## config.mk

```make
export PLATFORM = sky130hd
export DESIGN_NAME = ayatsuki_dmem_wbuf
export DESIGN_NICKNAME = d
export VERILOG_FILES = /design/src/rtl/ayatsuki_dmem_wbuf.sv
export SDC_FILE = /design/constraint.sdc
export NUM_CORES = 1
export LEC_CHECK = 0
export BUFFER_PORTS_ARGS = -buffer_cell sky130_fd_sc_hd__buf_2
export CORE_UTILIZATION = 60
export DETAILED_ROUTE_END_ITERATION = 10
export PLACE_DENSITY = 0.84
export REMOVE_ABC_BUFFERS = 1
export SLEW_MARGIN = 0
export SYNTH_ARGS = -nofsm -noshare
export SYNTH_HDL_FRONTEND = slang
export SYNTH_SLANG_ARGS = --single-unit
```

## constraint.sdc

```tcl
create_clock -name clk -period 9.75 [get_ports clk]
set_clock_uncertainty 0.15 [all_clocks]
set_input_delay 0.975 -clock clk [delete_from_list [all_inputs] [get_ports clk]]
set_output_delay 0.975 -clock clk [all_outputs]
set_load 0.01 [all_outputs]
```

## src/rtl/ayatsuki_dmem_wbuf.sv

```systemverilog
// ayatsuki_dmem_wbuf: data-memory responder for the AyaTsuki core.
// Fronts a single-port synchronous SRAM with a posted-write FIFO so reads
// never wait behind writes; reads that hit a pending write are forwarded
// from the youngest matching entry. Reads have priority over the drain.
// Optional build macro: AYATSUKI_WBUF_MERGE_EN (merge writes into a
// matching pending entry instead of allocating a new one).
module ayatsuki_dmem_wbuf #(
    parameter int ADDR_W = 32,
    parameter int DATA_W = 32,
    parameter int RAM_AW = 14,
    parameter int DEPTH  = 4
) (
    input  logic              clk,
    input  logic              rst_n,
    input  logic              mem_enable_i,
    input  logic              mem_w_enable_i,
    input  logic              mem_r_enable_i,
    input  logic [ADDR_W-1:0] mem_w_addr_i,
    input  logic [ADDR_W-1:0] mem_r_addr_i,
    input  logic [DATA_W-1:0] mem_data_i,
    output logic [DATA_W-1:0] mem_data_o,
    output logic              busy_o,
    output logic              ovf_o,
    output logic              ram_en_o,
    output logic              ram_we_o,
    output logic [RAM_AW-1:0] ram_addr_o,
    output logic [DATA_W-1:0] ram_wdata_o,
    input  logic [DATA_W-1:0] ram_rdata_i
);

    localparam int PW = $clog2(DEPTH);
    localparam int CW = PW + 1;

    // Buffer storage and FIFO bookkeeping
    logic [RAM_AW-1:0] r_baddr [DEPTH];
    logic [DATA_W-1:0] r_bdata [DEPTH];
    logic [PW-1:0]     r_wp;
    logic [PW-1:0]     r_rp;
    logic [CW-1:0]     r_cnt;
    logic              r_busy;
    logic              r_ovf;

    // Read-return state: r_rd_sram selects the SRAM output, otherwise r_hold
    logic              r_rd_sram;
    logic [DATA_W-1:0] r_hold;

    logic [RAM_AW-1:0] w_rd_word;
    logic [RAM_AW-1:0] w_wr_word;
    logic              w_rd;
    logic              w_wr;
    logic              w_pop;
    logic              w_push;
    logic              w_drop;
    logic              w_full;
    logic              w_fwd_hit;
    logic [DATA_W-1:0] w_fwd_data;
    logic              w_mrg_hit;
    logic [DATA_W-1:0] w_data_out;
    logic              w_unused;

    // Byte-lane bits are ignored: word accesses only
    assign w_unused  = &{1'b0, mem_r_addr_i[1:0], mem_w_addr_i[1:0]};

    assign w_rd_word = mem_r_addr_i[RAM_AW+1:2];
    assign w_wr_word = mem_w_addr_i[RAM_AW+1:2];
    assign w_rd      = mem_r_enable_i && (mem_r_addr_i[ADDR_W-1:RAM_AW+2] == '0);
    assign w_wr      = mem_enable_i && mem_w_enable_i &&
                       (mem_w_addr_i[ADDR_W-1:RAM_AW+2] == '0);

    // The drain only gets the SRAM in cycles without a read
    assign w_pop  = !w_rd && (r_cnt != '0);
    assign w_full = (r_cnt == CW'(DEPTH));
    assign w_push = w_wr && !w_mrg_hit && (!w_full || w_pop);
    assign w_drop = w_wr && !w_mrg_hit && w_full && !w_pop;

    // Forward lookup: scan oldest to youngest so the youngest match wins
    always_comb begin
        w_fwd_hit  = 1'b0;
        w_fwd_data = '0;
        for (int i = 0; i < DEPTH; i++) begin
            if ((CW'(i) < r_cnt) && (r_baddr[r_rp + PW'(i)] == w_rd_word)) begin
                w_fwd_hit  = 1'b1;
                w_fwd_data = r_bdata[r_rp + PW'(i)];
            end
        end
    end

`ifdef AYATSUKI_WBUF_MERGE_EN
    logic [PW-1:0] w_mrg_idx;

    // Merge lookup; the head entry is excluded when it is being drained now,
    // otherwise the new data would be lost with the outgoing SRAM write
    always_comb begin
        w_mrg_hit = 1'b0;
        w_mrg_idx = '0;
        for (int i = 0; i < DEPTH; i++) begin
            if ((CW'(i) < r_cnt) && !((i == 0) && w_pop) &&
                (r_baddr[r_rp + PW'(i)] == w_wr_word)) begin
                w_mrg_hit = w_wr;
                w_mrg_idx = r_rp + PW'(i);
            end
        end
    end

    // Entry payload: allocate on push, overwrite in place on merge
    always_ff @(posedge clk) begin
        if (w_push) begin
            r_baddr[r_wp] <= w_wr_word;
            r_bdata[r_wp] <= mem_data_i;
        end else if (w_mrg_hit) begin
            r_bdata[w_mrg_idx] <= mem_data_i;
        end
    end
`else
    assign w_mrg_hit = 1'b0;

    // Entry payload: every accepted write allocates a new slot
    always_ff @(posedge clk) begin
        if (w_push) begin
            r_baddr[r_wp] <= w_wr_word;
            r_bdata[r_wp] <= mem_data_i;
        end
    end
`endif

    // FIFO pointers and occupancy
    always_ff @(posedge clk) begin
        if (!rst_n) begin
            r_wp  <= '0;
            r_rp  <= '0;
            r_cnt <= '0;
        end else begin
            if (w_push) r_wp <= r_wp + PW'(1);
            if (w_pop)  r_rp <= r_rp + PW'(1);
            case ({w_push, w_pop})
                2'b10:   r_cnt <= r_cnt + CW'(1);
                2'b01:   r_cnt <= r_cnt - CW'(1);
                default: r_cnt <= r_cnt;
            endcase
        end
    end

    // Status flags: busy follows the registered count, overflow is sticky
    always_ff @(posedge clk) begin
        if (!rst_n) begin
            r_busy <= 1'b0;
            r_ovf  <= 1'b0;
        end else begin
            r_busy <= (r_cnt >= CW'(DEPTH - 1));
            r_ovf  <= r_ovf | w_drop;
        end
    end

    // Read return: forwarded or zero data is latched, SRAM data passes through
    always_ff @(posedge clk) begin
        if (!rst_n) begin
            r_rd_sram <= 1'b0;
            r_hold    <= '0;
        end else begin
            r_rd_sram <= w_rd && !w_fwd_hit;
            if (mem_r_enable_i && !w_rd)
                r_hold <= '0;
            else if (w_rd && w_fwd_hit)
                r_hold <= w_fwd_data;
            else
                r_hold <= w_data_out;
        end
    end

    assign w_data_out = r_rd_sram ? ram_rdata_i : r_hold;
    assign mem_data_o = w_data_out;
    assign busy_o     = r_busy;
    assign ovf_o      = r_ovf;

    // SRAM port: gated by reset so an in-flight drain write is suppressed
    assign ram_en_o    = rst_n && (w_rd || w_pop);
    assign ram_we_o    = rst_n && w_pop;
    assign ram_addr_o  = !rst_n ? '0 :
                         w_rd   ? w_rd_word :
                         w_pop  ? r_baddr[r_rp] : '0;
    assign ram_wdata_o = (rst_n && w_pop) ? r_bdata[r_rp] : '0;

endmodule

```

==> summary.md <==
| Metric | Value |
|---|---|
| Fraction of layout cells with a size suffix above 1 | `38.4%` |
| Critical path class | `register to register` |
| Min Tclk post-route | `5.12 ns` |
| Least-Margin Pin Slew | `1.14 ns` |
| Worst-path fanout max | `65` |
| Clock network power share | `28.9%` |
| Internal power | `approximately 0.0024 W` |
| 1st-iter DRT viols | `approximately 940` |
| Combinational share of power | `between 30% and 40%` |
| CTS tree | `built` |
| Wire length on met2 | `18.0 mm` |
| Post-synth top cells | `edfxtp_1, mux4_2, nor2_1` |
| Syn. warnings | `0` |
| R2r setup slk | `roughly 4.6 ns` |
| Most common cell in the netlist | `edfxtp_1` |
| FF-to-FF End | `r_hold[15]` |
| CP Data Required Time | `9.96 ns` |
| RSZ-0062 raised after global routing | `no` |
| Initial Utilization | `61.8%` |
| Switch share | `32.1%` |
| Core ar. | `23800 µm²` |
| Placement Setup Slack | `4.66 ns` |
| Placed insts | `approximately 1600` |
| Fin crit share | `a little over half` |
| Setup crit end | `r_hold[15]` |
| VDD IR-drop max | `0.136 mV` |
| Met3 WL | `roughly 3.8 mm` |
| GP Congestion | `a little over 0.8` |
| Worst setup margin | `4.63 ns` |
| Worst-Skew Late Latency | `between 0.5 and 0.6 ns` |
| First-pass GRT wire length | `56.0 mm` |
| Drt total wl | `36.6 mm` |
| P_leak | `5.86 nW` |
| CP max stage cell | `and2_2` |
| DR top layer | `met5` |
| Ranking of synthesized cells by area | `edfxtp_1, mux4_2, dfxtp_1, mux2i_1, mux2_2` |
| GRT Util Overall | `between 20 and 30%` |
| Power per Cell Area | `210 nW/µm²` |
| Clk slew on worst S/H paths | `0.06 ns` |
| Syn Inst Count | `1134` |
| Switching power | `0.00112 W` |
| Yosys top cell by area | `edfxtp_1` |
| Area grow syn2layout | `13.6%` |
| Largest net degree at the start of global routing | `between 100 and 150` |
| Distinct cell type count after synthesis | `62` |
| Cts bufs inserted | `25` |
| Vias | `around 11000` |
| CTS Sinks | `228` |
| Avg Cell Area, Syn | `around 13 µm²` |
| DP Wirelength | `22.8 mm` |
| Chip height | `158 µm` |
| DRC Markers | `0` |
| Final Hold Viols | `0` |
| Layout fillers | `1588` |
| Power after layout | `0.00350 W` |
| Critical path's largest stage delay | `0.81 ns` |
| Root buf cell | `clkbuf_16` |
| H-tree levels | `1` |
| Status | `complete, no violations` |
| Grt ovf | `0` |
| # IOs | `215` |
| Vias in the first global route | `10635` |
| Synthesized flop and latch total | `228` |
| Final Slew Violations | `0` |
| Kind of end point of the critical path | `register` |
| Drt first pass iters | `6` |
| Top cell type's share of synthesized area | `a little under two fifths` |
| Setup_tns | `0 ns` |
| HP Class | `register to register` |
| Crit path DAT | `5.32 ns` |
| Synthesized area | `14700 µm²` |
| Wire length per cell | `roughly 23 µm` |
| Fraction of registers with async set or reset after synthesis | `0%` |
| R2R cell count | `10` |
| CP cell instances | `buf_4 -> mux4_2 -> xnor2_1 -> nand4_1 -> nor4b_4 -> buf_4 -> and2_2 -> o311ai_0 -> a31oi_1 -> a211oi_1` |
| Vias per cell | `6.70` |
| R2R Path Start | `r_rp[1]` |
| CP startpoint kind | `register` |
| Worst rel slew slack | `24.1%` |
| Maximum achievable frequency | `195 MHz` |
| IO buf count | `210` |
| Die area | `25100 µm²` |
| Seq/Total Area, Yosys | `43.6%` |
| Critical Path Source | `r_rp[1]` |
| Flop pwr share | `between 30% and 40%` |
| Deepest clock path buffer count | `3` |
| Width of the die | `158 µm` |
| ANT nets after route | `0` |
| Fin cells | `approximately 1600` |
| Ys flop type | `edfxtp_1` |
| Post-CTS setup buffers | `0` |
| FF/Latch Area | `6420 µm²` |
| CP dominant cell by count | `buf_4` |
| Antenna violations before repair | `5` |
| Multi-input logic area | `7630 µm²` |
| Final setup viols | `0` |
| Number of synthesized flops with an enable pin | `184` |
| PostCTS Resize Cnt | `0` |
| Rows | `56` |
| M1 WL | `~13 mm` |
| Max-cap violation count | `0` |
| Nets | `about 1400` |
| Hold_buf cts | `0` |
-- metal layers --
metal / vias to the layer above / track usage [%]
met4: 2 / 13.9
met2: 619 / 48.9
met1: 5330 / 36.7
met5: - / 0
met3: 125 / 6.70
li1: 4762 / -
-- per-stage QoR --
stage | util [%] | area (µm²) | hold WS, ns
CTS | 70.2 | 16700 | 0.322
global placement | 66.4 | 15800 | 0.294
global route | 70.2 | 16700 | 0.332
finish | 70.2 | 16700 | 0.315
floorplan | - | 14200 | 0.359
detailed placement | 66.4 | 15800 | 0.308
-- how the worst min path moves through the flow --
stage               start    end  cells after the start
floorplan           ovf_o  ovf_o                      1
global placement    ovf_o  ovf_o                      1
detailed placement  ovf_o  ovf_o                      1
CTS                 ovf_o  ovf_o                      1
global route        ovf_o  ovf_o                      1
finish              ovf_o  ovf_o                      1
-- worst max-delay path, delay by kind of cell, from the launching register on --
family	cells	cell delay [ns]
AOI/OAI and AO/OA	3	0.75
buffers and inverters	2	0.98
xor gates and xnor gates	1	0.31
muxes	1	0.60
DFF	1	0.80
and+or+nand+nor	3	1.32
-- cells by family (layout without fill, tap and decap cells) --
group           after synthesis  after routing  synth area share [%]
other cells                   0              4                     0
buf+inv                     151            312                  4.61
fa+ha+maj                     9              9                 0.767
compound gates              180            180                  8.79
xor+xnor                     60             60                  3.58
flops                       228            228                  43.6
simple gates                264            264                  9.77
mux                         242            242                  28.8
-- registers in the layout, summed over array words and instances, names as in the netlist, named ones only --
| signal | flops |
|---|---|
| r_cnt | 3 |
| r_bdata | 128 |
| r_rp | 2 |
| r_baddr | 56 |
| r_wp | 2 |
| r_rd_sram | 1 |
| r_hold | 32 |
| ovf_o | 1 |
| busy_o | 1 |
-- area by class of cell --
cell class	instances	share of cell area (%)
Multi-Input combinational cell	755	45.8
Sequential cell	228	38.5
Timing Repair Buffer	224	7.01
Clock buffer	30	4.04
Tap cell	319	2.39
Clock inverter	16	1.26
Inverter	42	0.945
Antenna cell	4	0.0600
-- placed cells by master, fill, tap and decap left out, types with 25 or more instances in the layout --
cell type,n
buf_2,210
edfxtp_1,184
mux4_2,140
nor2_1,65
mux2i_1,55
mux2_2,47
inv_1,42
nand2_1,42
xnor2_1,39
dfxtp_1,39
o21ai_0,30
nor2b_1,26
nand3_1,25
clkbuf_16,25
-- power groups by stage --
| stage | Combinational, W | Sequential [W] | Clock [W] |
|---|---|---|---|
| after CTS | 0.00127 | 0.00122 | 0.00102 |
| final | 0.00127 | 0.00122 | 0.00101 |
| after floorplan | 0.00104 | 0.00131 | 0 |
| after global placement | 0.00122 | 0.00124 | 0 |
| after global routing | 0.00137 | 0.00123 | 0.00105 |
| after detailed placement | 0.00125 | 0.00124 | 0 |
Power figures use the tool's default switching activity.
